## config.mk

```make
export PLATFORM = sky130hd
export DESIGN_NAME = hex_keypad_scanner
export DESIGN_NICKNAME = d
export VERILOG_FILES = /design/src/rtl/keypad_def_pkg.sv /design/src/rtl/keypad_col_sync.sv /design/src/rtl/hex_keypad_scanner.sv
export SDC_FILE = /design/constraint.sdc
export NUM_CORES = 1
export LEC_CHECK = 0
export ABC_AREA = 1
export BUFFER_PORTS_ARGS = -buffer_cell sky130_fd_sc_hd__buf_4
export CAP_MARGIN = 25
export CELL_PAD_IN_SITES_DETAIL_PLACEMENT = 1
export CELL_PAD_IN_SITES_GLOBAL_PLACEMENT = 2
export CORE_ASPECT_RATIO = 1.25
export CORE_MARGIN = 8
export CORE_UTILIZATION = 31
export DETAILED_ROUTE_END_ITERATION = 16
export PLACE_DENSITY_LB_ADDON = 0.1
export SLEW_MARGIN = 25
export SYNTH_ARGS = -nofsm -noshare
export SYNTH_HDL_FRONTEND = slang
export SYNTH_SLANG_ARGS = --single-unit
```

## constraint.sdc

```tcl
create_clock -name clk -period 1.82 [get_ports clk]
set_clock_uncertainty 0.1 [all_clocks]
set_input_delay 0.273 -clock clk [delete_from_list [all_inputs] [get_ports clk]]
set_output_delay 0.273 -clock clk [all_outputs]
set_load 0.01 [all_outputs]
```

## src/rtl/keypad_def_pkg.sv

```systemverilog
// Shared definitions for the hex keypad scanner.
// Holds the FSM states, scan-result codes and the row/column key map.
package keypad_def_pkg;

   typedef enum logic [1:0] {
      ST_IDLE,
      ST_DEB_PRESS,
      ST_PRESSED,
      ST_DEB_REL
   } state_t;

   typedef enum logic [1:0] {
      RES_NONE,
      RES_SINGLE,
      RES_MULTI
   } res_t;

   // Nibble i holds the code of key (row i/4, col i%4).
   localparam logic [63:0] KEY_MAP = 64'hDF0E_C987_B654_A321;

   function automatic logic [3:0] key_lookup(
      input logic [1:0] r,
      input logic [1:0] c
   );
      logic [5:0] base;
      base = {r, c, 2'b00};
      return KEY_MAP[base +: 4];
   endfunction

endpackage

```

## src/rtl/keypad_col_sync.sv

```systemverilog
// Two-flop synchronizer for the four active-low keypad columns.
// Ports: clk, reset (sync, active-low), col_n (async in), col_s (synced out).
module keypad_col_sync (
   input  logic       clk,
   input  logic       reset,
   input  logic [3:0] col_n,
   output logic [3:0] col_s
);

   logic [3:0] meta;

   always_ff @(posedge clk) begin
      if (!reset) begin
         meta  <= 4'hF;
         col_s <= 4'hF;
      end else begin
         meta  <= col_n;
         col_s <= meta;
      end
   end

endmodule

```

## src/rtl/hex_keypad_scanner.sv

```systemverilog
// 4x4 hex keypad scanner: row scan, debounce FSM, key_valid/ack handshake.
// Ports: clk, reset (sync, active-low), col_n, key_ack in; row_n,
// key_code, key_valid, key_pressed, overrun out.
module hex_keypad_scanner
   import keypad_def_pkg::*;
#(
   parameter int SCAN_DIV       = 50000,
   parameter int DEBOUNCE_SCANS = 4
) (
   input  logic       clk,
   input  logic       reset,
   input  logic [3:0] col_n,
   input  logic       key_ack,
   output logic [3:0] row_n,
   output logic [3:0] key_code,
   output logic       key_valid,
   output logic       key_pressed,
   output logic       overrun
);

   localparam int DW = $clog2(SCAN_DIV);
   localparam int CW = $clog2(DEBOUNCE_SCANS + 1);
   localparam logic [DW-1:0] DIV_LAST = DW'(SCAN_DIV - 1);
   localparam logic [CW-1:0] CNT_LAST = CW'(DEBOUNCE_SCANS - 1);
   localparam logic [CW-1:0] CNT_ONE  = CW'(1);

   logic [3:0]    col_s;
   logic [DW-1:0] div;
   logic [1:0]    ri;
   logic [1:0]    nlow;
   logic [3:0]    acode;
   res_t          res;
   logic [3:0]    res_code;
   logic          scan_end;
   state_t        state;
   logic [3:0]    cand;
   logic [CW-1:0] cnt;
   logic          ev;

   logic [3:0]    low;
   logic [1:0]    rn;
   logic [1:0]    rc;
   logic [1:0]    tn;
   logic [3:0]    tcode;
   res_t          nres;

   keypad_col_sync u_sync (
      .clk   (clk),
      .reset (reset),
      .col_n (col_n),
      .col_s (col_s)
   );

   // Fold the current row into the running scan tally.
   // Low-bit counts saturate at 2, which already means MULTI.
   always_comb begin
      low = ~col_s;
      rn  = 2'd0;
      rc  = 2'd0;
      for (int c = 0; c < 4; c++) begin
         if (low[c]) begin
            if (rn != 2'd2) rn = rn + 2'd1;
            rc = 2'(c);
         end
      end
      if (nlow == 2'd0) begin
         tn    = rn;
         tcode = key_lookup(ri, rc);
      end else if (rn == 2'd0) begin
         tn    = nlow;
         tcode = acode;
      end else begin
         tn    = 2'd2;
         tcode = acode;
      end
      case (tn)
         2'd0:    nres = RES_NONE;
         2'd1:    nres = RES_SINGLE;
         default: nres = RES_MULTI;
      endcase
   end

   always_ff @(posedge clk) begin
      if (!reset) begin
         div      <= '0;
         ri       <= 2'd0;
         row_n    <= 4'b1110;
         nlow     <= 2'd0;
         acode    <= 4'h0;
         res      <= RES_NONE;
         res_code <= 4'h0;
         scan_end <= 1'b0;
      end else begin
         scan_end <= 1'b0;
         if (div == DIV_LAST) begin
            div   <= '0;
            ri    <= ri + 2'd1;
            row_n <= {row_n[2:0], row_n[3]};
            if (ri == 2'd3) begin
               res      <= nres;
               res_code <= tcode;
               scan_end <= 1'b1;
               nlow     <= 2'd0;
            end else begin
               nlow  <= tn;
               acode <= tcode;
            end
         end else begin
            div <= div + DW'(1);
         end
      end
   end

   always_ff @(posedge clk) begin
      if (!reset) begin
         state       <= ST_IDLE;
         cand        <= 4'h0;
         cnt         <= '0;
         key_pressed <= 1'b0;
         ev          <= 1'b0;
      end else begin
         ev <= 1'b0;
         if (scan_end) begin
            unique case (state)
               ST_IDLE: begin
                  if (res == RES_SINGLE) begin
                     cand <= res_code;
                     cnt  <= CNT_ONE;
                     if (DEBOUNCE_SCANS == 1) begin
                        state       <= ST_PRESSED;
                        key_pressed <= 1'b1;
                        ev          <= 1'b1;
                     end else begin
                        state <= ST_DEB_PRESS;
                     end
                  end
               end
               ST_DEB_PRESS: begin
                  if (res != RES_SINGLE) begin
                     state <= ST_IDLE;
                  end else if (res_code != cand) begin
                     cand <= res_code;
                     cnt  <= CNT_ONE;
                  end else if (cnt == CNT_LAST) begin
                     state       <= ST_PRESSED;
                     key_pressed <= 1'b1;
                     ev          <= 1'b1;
                  end else begin
                     cnt <= cnt + CNT_ONE;
                  end
               end
               ST_PRESSED: begin
                  if (res == RES_NONE) begin
                     if (DEBOUNCE_SCANS == 1) begin
                        state       <= ST_IDLE;
                        key_pressed <= 1'b0;
                     end else begin
                        state <= ST_DEB_REL;
                        cnt   <= CNT_ONE;
                     end
                  end
               end
               ST_DEB_REL: begin
                  if (res != RES_NONE) begin
                     state <= ST_PRESSED;
                  end else if (cnt == CNT_LAST) begin
                     state       <= ST_IDLE;
                     key_pressed <= 1'b0;
                  end else begin
                     cnt <= cnt + CNT_ONE;
                  end
               end
               default: state <= ST_IDLE;
            endcase
         end
      end
   end

   // A press event beats a same-cycle ack; otherwise a pending
   // code is never overwritten and the loss is flagged instead.
   always_ff @(posedge clk) begin
      if (!reset) begin
         key_code  <= 4'h0;
         key_valid <= 1'b0;
         overrun   <= 1'b0;
      end else if (ev) begin
         if (!key_valid || key_ack) begin
            key_code  <= cand;
            key_valid <= 1'b1;
         end else begin
            overrun <= 1'b1;
         end
      end else if (key_ack && key_valid) begin
         key_valid <= 1'b0;
         overrun   <= 1'b0;
      end
   end

endmodule

```

---- After elaboration in Yosys (flattened, before gate mapping) ----
Index checks and enable logic that the tools add are counted.
storage, ports and cells
  bits in registers ....................... 60
  input bits .............................. 7
  word-level logic and storage cells ...... 127
operators by class
  add/sub/neg operators ................... 6
  eq/ne operators ......................... 26
  shifts and indexed selects .............. 1
  multiplexer cells ....................... 47
  bitwise operators ....................... 5
  reduce and logical (&&, ||, !) cells .... 24
operators by type and width
  kind                     number
  $shiftx 64x7->4 const A  1
  $mux 2                   18
  $ne 2x2->1 const B       12
  $mux 3                   6
  $add 16x1->16 const B    1
  $eq 16x16->1 const B     1
  $mux 4                   4
  $mux 1                   14
  $pmux 3 s4               1
  $reduce_and 2->1         6
  $logic_not 2->1          5
  $reduce_and 5->1         2
  $ne 3x3->1 const B       3
  $add 2x1->2 const B      4
  $pmux 2 s4               1
  $pmux 4 s2               1
  $reduce_bool 2->1        4
  $reduce_and 7->1         1
  $eq 2x1->1 const B       3
  $eq 2x2->1 const B       3
  $reduce_and 6->1         1
  $reduce_or 5->1          1
  $ne 2x1->1 const B       2
  $ne 4x4->1               1
  10 further kinds         13

---- Longest topological paths before layout ----
  depth in word-level cells ............... 16
  gate-level depth with buffers ........... 13
  gate-level depth less buffers ........... 13

---- By module ----
Synthesis repeated with hierarchy kept, for this count alone.
unflattened totals
  cells, all modules ...................... 418
  area total of the unflattened synthesis .. 2984.1 um^2
by module, submodules not included
  module              instances  cells each  area each (um^2)  sequential area each (um^2)
  hex_keypad_scanner  1          393         2758.9            1041.0
  keypad_col_sync     1          25          225.2             160.2

---- Worst setup path before layout ----
No wires, ideal clock.
  kind .................................... register to register
  start ................................... register u_sync.col_s[1]
  end ..................................... register nlow[1]
  setup time .............................. 121 ps
  arrival ................................. 1686 ps
  data required time ...................... 1599 ps
  path slack .............................. -87 ps
  stages on the path, launching flop included .. 13
  buffers on the path ..................... 0
  period minus slack after synthesis ...... 1907 ps
  path through ............................ dfxtp_1 -> inv_1 -> ha_1 -> nand2_1 -> and2_1 -> ha_1 -> or2_2 -> nand3_1 -> inv_1 -> nor2_1 -> nor2_1 -> nand2_1 -> o21ai_0
between the ends
  word-level cells in the longest chain between the ends .. 12
  elaborated cells between the ends (all ways) .. 14
  classes of those cells .................. add/sub: 2; eq/ne: 2; mux: 8; bitwise: 1; reduce/logical: 1
RTL lines
  what                                              line                       RTL
  start: declaration                                keypad_col_sync.sv:7       output logic [3:0] col_s
  start signal: assignment                          keypad_col_sync.sv:18      col_s <= meta;
  $not 4->4 (*)                                     hex_keypad_scanner.sv:57   low = ~col_s;
  $mux 2 (*)                                        hex_keypad_scanner.sv:61   if (low[c]) begin
  $add 2x1->2 / $ne 2x2->1 (equally long branches)  hex_keypad_scanner.sv:62   if (rn != 2'd2) rn = rn + 2'd1;
  $mux 2                                            hex_keypad_scanner.sv:62
  $mux 2 (*)                                        hex_keypad_scanner.sv:61
  $add 2x1->2 / $ne 2x2->1 (equally long branches)  hex_keypad_scanner.sv:62
  $mux 2                                            hex_keypad_scanner.sv:62
  $mux 2 (*)                                        hex_keypad_scanner.sv:61
  $logic_not 2->1                                   hex_keypad_scanner.sv:69   end else if (rn == 2'd0) begin
  $mux 2                                            hex_keypad_scanner.sv:69
  $mux 2 (*)                                        hex_keypad_scanner.sv:66   if (nlow == 2'd0) begin
  $mux 2 (*)                                        hex_keypad_scanner.sv:99   if (ri == 2'd3) begin
  end signal: assignment                            hex_keypad_scanner.sv:105  nlow <= tn;
  end: declaration                                  hex_keypad_scanner.sv:30   logic [1:0] nlow;
Mark *: on every way between the ends. The rest lies on a longest branch, timed or not.
A chain may end at the register's enable or synchronous reset.

---- Worst setup path after layout ----
  start ................................... register u_sync.col_s[1]
  end ..................................... register res[0]
between the ends
  word-level cells in the longest chain between the ends .. 13
  elaborated cells between the ends (all ways) .. 16
  classes of those cells .................. add/sub: 2; eq/ne: 3; mux: 8; bitwise: 1; reduce/logical: 2
RTL lines
  what                                                  line                       RTL
  $not 4->4 (*)                                         hex_keypad_scanner.sv:57
  $mux 2 (*)                                            hex_keypad_scanner.sv:61
  $add 2x1->2 / $ne 2x2->1 (equally long branches)      hex_keypad_scanner.sv:62
  $mux 2                                                hex_keypad_scanner.sv:62
  $mux 2 (*)                                            hex_keypad_scanner.sv:61
  $add 2x1->2 / $ne 2x2->1 (equally long branches)      hex_keypad_scanner.sv:62
  $mux 2                                                hex_keypad_scanner.sv:62
  $mux 2 (*)                                            hex_keypad_scanner.sv:61
  $logic_not 2->1                                       hex_keypad_scanner.sv:69
  $mux 2                                                hex_keypad_scanner.sv:69
  $mux 2 (*)                                            hex_keypad_scanner.sv:66
  $eq 2x1->1 / $logic_not 2->1 (equally long branches)  hex_keypad_scanner.sv:76   case (tn)
  $pmux 2 s2 (*)                                        hex_keypad_scanner.sv:76
  end signal: assignment                                hex_keypad_scanner.sv:100  res <= nres;
  end: declaration                                      hex_keypad_scanner.sv:32   res_t res;
Marked as above.

==> key figures <==
Outcome
  • Status: completed

Yosys
  • Share of async-settable or async-resettable flops after synthesis: 0%
  • Share of the yosys chip area belonging to registers: between 40% and 50%
  • Post-synthesis register bit count: 60
  • Top flip-flop cell by instance count after synthesis: dfxtp_1
  • Mapped Cells: 419
  • Yosys synthesis warning count: 0
  • Unique cell type count in the Yosys netlist: 31
  • Number of enable flip-flop cells after synthesis: 0
  • Syn_nets: between 400 and 500
  • Syn Area/Cell: about 7 um2
  • Area of the mapped netlist: between 2000 and 3000 um2

Critical path
  • Reg-to-Reg End: res[0]
  • Startpoint type of the worst setup path: flip-flop
  • Crit path kind: flip-flop to flip-flop
  • Worst Path Max Fanout: 3
  • Sort of element at the end of the critical path: flip-flop
  • Length in cells of the worst reg-to-reg path: 11
  • Reg-to-reg startpoint: u_sync.col_s[1]
  • Cell-by-cell trace of the critical path: inv_2 -> ha_4 -> nand2_2 -> and2_4 -> ha_4 -> or2_4 -> nand3_2 -> inv_2 -> nor2_4 -> nand3_1 -> a21oi_1
  • Required time of the worst setup path: between 1.5 and 2 ns
  • Arrival time reported for the critical path endpoint: 1.94 ns
  • Worst-case register-to-register setup slack: roughly 0.044 ns
  • Slowest cell on crit path: dfxtp_2
  • Slowest Stage Delay on Critical Path: 0.33 ns

Route
  • Antenna Violating Nets Remaining: 0
  • DR WL/cell: between 10 and 15 um
  • Number of detailed-route iterations in the first pass: 4
  • Number of DRC violations after detailed-routing iteration 0: 54
  • Vias per std cell: about 4.6
  • Vias: 2728
  • # DRC: 0
  • Final routed wirelength across all metal layers: about 7.4 mm

Pwr
  • Final Power: approximately 3.2 mW
  • Share of total power in sequential cells: about two fifths
  • Internal power contribution: roughly 2.5 mW
  • Part of the total power dissipated in the clock network: 53.5%
  • Sw power: 0.6564 mW
  • Leak: ~1.6 nW
  • Maximum ir drop on the vdd rail: 0.0004887 V
  • Comb pwr share: roughly 4.5%
  • Total power divided by cell area: approximately 850 nW/um2
  • Fraction of power spent switching nets: about 21%

Worst hold path
  • Worst hold path endpoint: u_sync.meta[0]
  • Number of cells on the worst hold path: 2
  • Startpoint of the tightest hold check path: col_n[0]
  • Class of the tightest hold or removal check: input port to flip-flop

Clock network
  • Maximum root-to-sink buffer count: 2
  • Post-CTS clock slew at the launch and capture registers of the worst setup and hold paths: 0.05 ns
  • Root buffer cell: clkbuf_16
  • Number of buffers created by CTS: 9
  • CTS tree: done
  • Worst-skew pair later-pin latency: 0.33 ns
  • Post-cts hold buffer count: 0
  • Clock sink total: 60
  • Depth of the CTS H-tree: 3

Placed design
  • Routability congestion estimate: 0.7393
  • HPWL after detailed placement: between 5 and 6 mm
  • Count of input and output buffers: 17
  • Cell area after placement: about 3300 um2
  • Post-Place Setup Slack: -0.1485 ns
  • Placed cells: between 500 and 600

Timing
  • Transition time of the tightest slew-check pin: 0.4396 ns
  • Slew HR: 70.58%
  • Setup repair after global routing missed its margin: true
  • Max Slew Vio Count: 0
  • Max Freq: about 560 MHz
  • Final-report hold violation count: 0
  • Final worst-path cycle share: a little over nine tenths
  • Final critical-path required period: between 1.5 and 2 ns
  • Final critical-path setup slack: roughly 0.044 ns
  • Total negative slack: 0 ns
  • Endpoints failing setup: 0

Die
  • Die area: roughly 13000 um2
  • Placeable core region: 9174 um2
  • Starting density of the core: between 30% and 40%
  • Ports placed on the boundary: 18
  • Placement row count: 39
  • Width of the chip: between 100 and 150 um
  • Die Y: roughly 120 um

Final layout
  • Final standard cell count with taps included and fillers excluded: 588
  • Area growth from synthesis to layout: 27.43%
  • # fillers: roughly 1.2k
  • Sequential cell area: 1205 um2
  • Final std cell area, no fill: around 3700 um2
  • Most common cell after layout, fill and taps aside: nand2_1
  • Multi-input gate area: roughly 1600 um2
  • NumNets Final: ~480
  • Commonest cells after routing, fill and taps aside: 82 x nand2_1, 60 x nor2_1, 57 x dfxtp_1, 54 x inv_1, 34 x buf_4
  • Inserted Diodes: 0
  • Layout cells sized above 1: 21.51%

GRT
  • Antenna violations before repair: 0
  • Total overflow reported by the global router: 0
  • Number of global-route vias before repair: around 2.8k
  • GR Util All Layers: around 13%
  • Global-route wire length before repair: ~13 mm
  • Largest net degree at the start of global routing: 22

Run
  • Maximum Capacitance Violations: 0
## per-stage QoR
| stage | hold WS, ns | util [%] |
|---|---|---|
| 2_1_floorplan | 0.2796 | - |
| 3_3_place_gp | 0.2944 | 36.31 |
| 3_5_place_dp | 0.2997 | 36.31 |
| 4_1_cts | 0.01690 | 39.98 |
| 5_1_grt | 0.01895 | 40.81 |
| 6_report | 0.03105 | 40.81 |
## synthesized netlist by cell type, types with 2 or more instances
cell type / instances / area, um2
or2_2: 11 / 68.82
xor2_1: 4 / 35.03
nand4_2: 2 / 25.02
nand3_1: 28 / 140.1
nor2_2: 4 / 25.02
nand4_1: 3 / 18.77
clkbuf_1: 3 / 11.26
nand2_2: 2 / 12.51
inv_1: 58 / 217.7
nor3_1: 8 / 40.04
dfxtp_1: 60 / 1201
ha_1: 11 / 137.6
inv_2: 3 / 11.26
a21oi_1: 28 / 140.1
nor2_4: 4 / 45.04
o21ai_0: 29 / 145.1
nand2_1: 85 / 319.1
nor2_1: 63 / 236.5
## kinds of logic after synthesis
kind of cell             after synthesis  synth area share (%)
AND/OR/NAND/NOR                      215                 33.22
XOR/XNOR                               4                 1.192
adder cells (fa/ha/maj)               11                 4.685
flip-flops                            60                 40.89
buffers and inverters                 67                 8.986
AO/OA/AOI/OAI                         62                 11.03
## layer usage
layer / vias up / wire (um) / GRT usage (%)
li1: 1408 / - / -
met1: 1286 / 3240 / 13.76
met2: 23 / 3812 / 21.58
met3: 11 / 199 / 3.468
met4: 0 / 163 / 6.405
met5: - / 0 / 0
## how the worst max path moves through the flow
stage,slack (ns),endpoint,from,depth (start not counted)
2_1_floorplan,0.01,nlow[1],u_sync.col_s[1],12
3_3_place_gp,-0.04,nlow[1],u_sync.col_s[0],12
3_5_place_dp,-0.15,nlow[1],u_sync.col_s[0],12
4_1_cts,0.0002,nlow[1],u_sync.col_s[1],12
5_1_grt,-0.07,nlow[1],u_sync.col_s[1],12
6_report,0.04,res[0],u_sync.col_s[1],11
## cell type report
type | count | share of cell area [%]
multi-input combinational | 292 | 42.21
sequential | 60 | 32.19
timing repair buffer | 36 | 7.420
clock buffer | 15 | 7.152
inverter | 61 | 6.116
tap | 123 | 4.111
clock inverter | 1 | 0.8021
## power by group through the flow
| stage | clock network [mW] | registers [mW] | logic, mW |
|---|---|---|---|
| after floorplan | 0 | 1.36 | 0.0777 |
| after global placement | 0 | 1.36 | 0.122 |
| after detailed placement | 0 | 1.36 | 0.125 |
| after CTS | 1.76 | 1.34 | 0.135 |
| after global routing | 1.82 | 1.34 | 0.165 |
| final | 1.70 | 1.34 | 0.144 |
## what timing repair did
item,4_1_cts,5_1_grt
endpoints found under the setup margin,4,30
resized for setup,14,18
setup buffers,0,1
pin swaps,6,5
## flip-flops by register name (all words and copies together), names as in the netlist, 3 cells and up
register      count
cnt               3
row_n             4
u_sync.meta       4
key_code          4
u_sync.col_s      4
cand              4
div              16
acode             4
res_code          4
## critical path, delay by kind of cell (launching register included)
family | cells | cell delay, ns
AOI/OAI and AO/OA | 1 | 0.11
adders and majority gates | 2 | 0.40
buffers and inverters | 2 | 0.10
DFF | 1 | 0.33
and+or+nand+nor | 6 | 0.67
(Power assumes the default switching activity.)
